`config.mk`:
```
export PLATFORM = sky130hd
export DESIGN_NAME = pwm_dac
export DESIGN_NICKNAME = d
export VERILOG_FILES = /design/src/rtl/waveform_pkg.sv /design/src/rtl/pwm_dac_tick_gen.sv /design/src/rtl/pwm_dac.sv
export SDC_FILE = /design/constraint.sdc
export NUM_CORES = 1
export LEC_CHECK = 0
export CAP_MARGIN = 10
export CORE_MARGIN = 2
export CORE_UTILIZATION = 37
export CTS_BUF_LIST = sky130_fd_sc_hd__clkbuf_8
export DETAILED_ROUTE_END_ITERATION = 7
export SETUP_SLACK_MARGIN = 0.2
export SLEW_MARGIN = 10
export SYNTH_ARGS = -nofsm -noshare
export SYNTH_HDL_FRONTEND = slang
export SYNTH_SLANG_ARGS = --single-unit
export TNS_END_PERCENT = 50
```
`constraint.sdc`:
```
create_clock -name clk -period 2.68 [get_ports clk]
set_clock_uncertainty 0.1 [all_clocks]
set_input_delay 0.268 -clock clk [delete_from_list [all_inputs] [get_ports clk]]
set_output_delay 0.268 -clock clk [all_outputs]
set_load 0.02 [all_outputs]
```
`src/rtl/waveform_pkg.sv`:
```
// Constants shared by the waveform generators and their PWM back end.
package waveform_pkg;

  localparam int unsigned SAMPLE_W         = 8;
  localparam int unsigned PRESCALE_DEFAULT = 1;
  localparam int unsigned UCNT_W_DEFAULT   = 8;

  typedef logic [SAMPLE_W-1:0] sample_t;

  // Width of a counter that holds 0..n-1, never narrower than one bit.
  function automatic int unsigned cnt_bits(input int unsigned n);
    return (n > 1) ? $clog2(n) : 1;
  endfunction

endpackage

```
`src/rtl/pwm_dac_tick_gen.sv`:
```
// Prescaler: one tick every PRESCALE enabled clocks; held at zero while disabled.
module pwm_tick_gen
  import waveform_pkg::*;
#(
  parameter int unsigned PRESCALE = PRESCALE_DEFAULT
) (
  input  logic clk,
  input  logic rst,
  input  logic en,
  output logic tick
);

  localparam int unsigned    PW   = cnt_bits(PRESCALE);
  localparam logic [PW-1:0]  LAST = PW'(PRESCALE - 1);

  logic [PW-1:0] presc;

  assign tick = en && (presc == LAST);

  always_ff @(posedge clk or posedge rst) begin
    if (rst) begin
      presc <= '0;
    end else if (!en || (presc == LAST)) begin
      presc <= '0;
    end else begin
      presc <= presc + PW'(1);
    end
  end

endmodule

```
`src/rtl/pwm_dac.sv`:
```
// Sample-stream to single-bit PWM converter: one sample per 2^WIDTH-tick period,
// fed through a one-deep pending buffer, with underrun flagging and counting.
module pwm_dac
  import waveform_pkg::*;
#(
  parameter int unsigned WIDTH    = SAMPLE_W,
  parameter int unsigned PRESCALE = PRESCALE_DEFAULT,
  parameter int unsigned UCNT_W   = UCNT_W_DEFAULT
) (
  input  logic              clk,
  input  logic              rst,
  input  logic              en,
  input  logic [WIDTH-1:0]  sample_in,
  input  logic              sample_valid,
  output logic              sample_ready,
  output logic              pwm_out,
  output logic              period_tick,
  output logic              underrun,
  output logic [UCNT_W-1:0] underrun_count
);

  localparam logic [WIDTH-1:0]  CNT_MAX  = '1;
  localparam logic [UCNT_W-1:0] UCNT_MAX = '1;

  logic             tick;
  logic             boundary_c;
  logic             accept_c;
  logic [WIDTH-1:0] cnt;
  logic [WIDTH-1:0] duty;
  logic [WIDTH-1:0] pending;
  logic             full;

  pwm_tick_gen #(
    .PRESCALE(PRESCALE)
  ) u_tick_gen (
    .clk  (clk),
    .rst  (rst),
    .en   (en),
    .tick (tick)
  );

  assign sample_ready = !full;
  assign accept_c     = sample_valid && !full;
  assign boundary_c   = tick && (cnt == CNT_MAX);

  // PWM position counter; a disabled converter restarts every period from zero.
  always_ff @(posedge clk or posedge rst) begin
    if (rst) begin
      cnt <= '0;
    end else if (!en) begin
      cnt <= '0;
    end else if (tick) begin
      cnt <= cnt + WIDTH'(1);
    end
  end

  // Pending buffer drains into duty only at a period boundary; accept never collides
  // with a drain because it requires the buffer to be empty.
  always_ff @(posedge clk or posedge rst) begin
    if (rst) begin
      pending <= '0;
      full    <= 1'b0;
      duty    <= '0;
    end else if (boundary_c && full) begin
      duty <= pending;
      full <= 1'b0;
    end else if (accept_c) begin
      pending <= sample_in;
      full    <= 1'b1;
    end
  end

  always_ff @(posedge clk or posedge rst) begin
    if (rst) begin
      period_tick    <= 1'b0;
      underrun       <= 1'b0;
      underrun_count <= '0;
    end else begin
      period_tick <= boundary_c;
      underrun    <= boundary_c && !full;
      if (boundary_c && !full && (underrun_count != UCNT_MAX)) begin
        underrun_count <= underrun_count + UCNT_W'(1);
      end
    end
  end

  always_ff @(posedge clk or posedge rst) begin
    if (rst) begin
      pwm_out <= 1'b0;
    end else begin
      pwm_out <= en && (cnt < duty);
    end
  end

endmodule

```
Yosys cells after proc, flatten, opt, wreduce, memory -nomap -nowiden
Cells that the tools add are included.

storage, ports and cells
  output and inout port bits = 12
  input port bits = 12
  register bits = 37

cells by class
  mux-type cells = 5
  reductions and logical operators = 12
  magnitude comparators = 1
  $add $sub $neg = 3
  bitwise logic cells = 2
  equality and inequality tests = 3

operator list
  cell                 count
  $add 8x1->8 const B  2
  $mux 8               2
  $eq 8x8->1 const B   1
  $lt 8x8->1           1
  $ne 8x8->1 const B   1
  $logic_and 1x1->1    7
  $mux 1               3
  $logic_not 1->1      2
  $ne 2x1->1 const B   1
  $not 1->1            2
  $reduce_and 2->1     1
  $reduce_bool 2->1    1
  $add 1x1->1 const B  1
  $logic_or 1x1->1     1

Longest topological paths before layout
  depth after elaboration = 6
  gate-level depth with buffers = 5
  mapped depth without buffers = 5

By module
From an unflattened synthesis, not the netlist that was laid out.

unflattened totals
  cell total of the unflattened synthesis = 140
  area, all modules = 1757.9 µm²

modules (own cells, without submodules)
  module        area an instance (µm²)  cells each  instances
  pwm_dac       1711.6                  136         1
  pwm_tick_gen  46.3                    4           1

Worst setup path after synthesis
OpenSTA, ideal clock, no wires.

  path type = register to register
  start = reg cnt[0]
  end = reg duty[0]
  path slack = 0.850 ns
  setup time = 0.125 ns
  stages on the path, launching flop included = 6
  arrival time = 1.605 ns
  clock period less this slack = 1.830 ns
  buffers on the path = 1
  data required time = 2.455 ns
  cells stage by stage = dfrtp_1 > ha_1 > nand3b_1 > or4_1 > buf_6 > mux2_4

between the ends
  cells in the longest elaborated chain, start to end = 3

RTL lines
  item                      line           RTL
  start: declaration        pwm_dac.sv:28  logic [WIDTH-1:0] cnt;
  start signal: assignment  pwm_dac.sv:53  cnt <= cnt + WIDTH'(1);
  $eq 8x8->1                pwm_dac.sv:44  assign boundary_c = tick && (cnt == CNT_MAX);
  $logic_and 1x1->1         pwm_dac.sv:44
  $logic_and 1x1->1         pwm_dac.sv:64  end else if (boundary_c && full) begin
  end signal: assignment    pwm_dac.sv:65  duty <= pending;
  end: declaration          pwm_dac.sv:29  logic [WIDTH-1:0] duty;

Every way passes these cells.
A chain may end at the register's enable or synchronous reset.

Worst setup path in the final report
  start = reg cnt[3]
  end = reg duty[3]

The elaborated chain is that of the path after synthesis.

==> impl_metrics.ini <==
[logic_synthesis]
ys_types = 36
ys_top_cells_by_area = dfrtp_1 52%, mux2_2 7.0%, mux2_4 6.7%, ha_1 6.3%, xnor2_1 3.4%
ys_seq_area_share_pct = 52.0
syn_avg_cell_area_um2 = 12.5
yosysWarnings = 0
synth_area_leader_cell = dfrtp_1
synth_area_mm2 = 0.00178
synth-seq-cells = 37
yosys.area.top_type_share_pct = 52.0
syn-num-nets = 164
synthCells = 143

[placed_design]
dp_hpwl_um = 2250
placed_area_mm2 = 0.00209
gp_congestion = 0.768
port_buffers = 23

[clocking]
cts_resized = 0
post_cts_buffers = 0
tritoncts = built
clock_path_buffers = 2
cts.sinks = 37
cts_inserted_buffers = 5
path_clk_slew_ns = 0.07
root_buffer = clkbuf_8
hold_buffers = 0
htreeDepth = 2
worstSkewPairLatency_ns = 0.28

[setup_path]
crit_fanout = 9
cp-endpoint = duty[3]
end_kind = register
startpoint = cnt[3]
rr_worst_depth = 3
max_stage_delay_ns = 0.80
r2r-start = cnt[3]
worstPathRequired_ns = 2.75
crit_type = register to register
crit_path_cell_trace = nand4_4 -> or4_1 -> mux2_4
ff2ff_setup_slack_ns = 0.61
r2r-end = duty[3]
arrival_ns = 2.13
critPathSlowestCell = or4_1
startpoint_type = register

[final_layout]
mostFrequentLayoutCell = dfrtp_1
stdcell_area_mm2 = 0.00217
fillers = 433
seqCellArea_um2 = 926
final_cell_mix = 37 x dfrtp_1, 23 x clkdlybuf4s50_1, 11 x inv_1, 11 x mux2_2, 9 x ha_1
post_route_cells_drive_above_1_share_pct = 17.2
area_growth_pct = 22.0
num-nets-final = 195
num_antenna_cells = 0
multi_input_area_um2 = 802

[power_and_ir_drop]
pwr-share-clk_pct = 36.5
p_per_area_mw_per_mm2 = 473
power_leakage_nw = 1.01
p_sw_uw = 212
switching_share_pct = 20.6
ir_drop_v = 0.000314
power.total_mw = 1.03
combinationalPowerShare_pct = 6.1
p_int_uw = 815
seqPwrFrac_pct = 57.4

[sta]
slew_headroom_pct = 50.2
finalCritPeriodShare_pct = 77.1
tightest_slew_ns = 0.745
finalCriticalPeriod_ns = 2.07
drv_slew = 0
rsz0062_at_grt = no
hold_violations = 0
fin_tns_setup_ns = 0
max_freq_ghz = 0.484
hold_slack_ns = 0.280
finalSetupViolations = 0

[route]
drt_iter0_drc = 69
antenna_left = 0
vias = 1140
wl_per_cell_um = 13.0
vias_per_cell = 5.00
drc = 0
dr.pass1.iters = 3
drt_wl_total_um = 2960

[floorplanning]
die_width_um = 73.4
ios = 24
dieArea_mm2 = 0.00538
initial_utilization_pct = 37.9
core_mm2 = 0.00469
rows = 25
die_h_um = 73.4

[global_routing]
overflow = 0
grt_max_degree = 38
gr-usage-all-layers_pct = 12.3
grt_pass1_vias = 1087
grt_pass1_wl_um = 5060
antenna_found_initial = 0

[flow_run]
maxCapViolations = 0

[hold_path]
worstHoldPathType = primary input to asynchronous set/reset pin

[run_status]
status = completed
==> metrics by stage <==
step / setup slack, ns / utilization, % / std cells
after floorplan: 0.850 / - / 143
after global placement: 0.411 / 44.5 / 221
after detailed placement: 0.379 / 44.5 / 221
after CTS: 0.603 / 46.3 / 228
after global routing: 0.520 / 46.3 / 228
final: 0.614 / 46.3 / 228
==> worst min path at each step <==
stage,depth (start not counted),slack (ns),end
finish,3,0.28,underrun_count[6]
global route,3,0.35,pending[2]
CTS,3,0.30,underrun_count[6]
detailed placement,1,0.38,underrun_count[5]
global placement,1,0.38,underrun_count[5]
floorplan,1,0.28,full
==> per-layer routing <==
layer	vias to the layer above	share of wire, %	GRT usage (%)
li1	564	-	-
met1	556	47	16.6
met2	14	49	19.3
met3	6	2.9	2.88
met4	0	1.3	4.85
met5	-	0	0
==> flip-flops by register name, summed over array words and instances (netlist names) <==
name,flops
cnt,8
duty,8
pending,8
underrun_count,8
full,1
period_tick,1
pwm_out,1
u_tick_gen.presc,1
underrun,1
==> synth_stat cells <==
master,instances
nor4_2,1
o21ai_0,3
nand4_4,1
nand3b_1,1
xor2_1,1
ha_1,9
o2111ai_1,1
and3_1,5
nor4_1,2
xnor2_1,7
nand4b_1,1
and3b_1,1
a21o_1,2
and2_1,4
a21boi_0,3
conb_1,1
nor2_1,2
mux2_4,8
nand2b_1,4
nand3_1,5
a2111oi_0,1
o21a_1,1
dfrtp_1,37
o31a_1,1
inv_1,10
a21oi_1,2
buf_6,1
mux2_2,11
nand2_1,5
clkbuf_1,1
nand4_1,2
mux2i_1,1
or4_1,1
nor3_1,2
or3_1,3
nor2b_1,2
==> cell type report <==
class	count	share of cell area, %
Clock buffer	6	3.80
Clock inverter	1	0.173
Inverter	10	1.73
Multi-Input combinational cell	94	36.9
Sequential cell	37	42.6
Tap cell	54	3.11
Timing Repair Buffer	26	11.6
==> logic make-up (layout without fill, tap and decap cells) <==
group | Yosys count | in the layout | share of synthesized area (%)
XOR/XNOR | 8 | 8 | 3.94
AND/OR/NAND/NOR | 42 | 42 | 14.9
other | 1 | 1 | 0.211
adder cells (fa/ha/maj) | 9 | 9 | 6.32
buffers and inverters | 12 | 43 | 2.95
flip-flops | 37 | 37 | 52.0
AO/OA/AOI/OAI | 14 | 14 | 5.41
multiplexers | 20 | 20 | 14.3
==> power by group through the flow <==
| stage | registers [mW] | clock network (mW) | logic, mW |
|---|---|---|---|
| detailed placement | 0.600 | 0 | 0.0647 |
| floorplan | 0.598 | 0 | 0.0346 |
| global route | 0.592 | 0.417 | 0.0704 |
| finish | 0.590 | 0.374 | 0.0628 |
| CTS | 0.590 | 0.389 | 0.0650 |
| global placement | 0.599 | 0 | 0.0615 |
==> worst max-delay path, delay by kind of cell (launching register included) <==
kind / cells / cell delay, ns
and+or+nand+nor: 2 / 0.97
muxes: 1 / 0.39
DFF: 1 / 0.49
No activity file was read; power rests on OpenSTA's default activity.
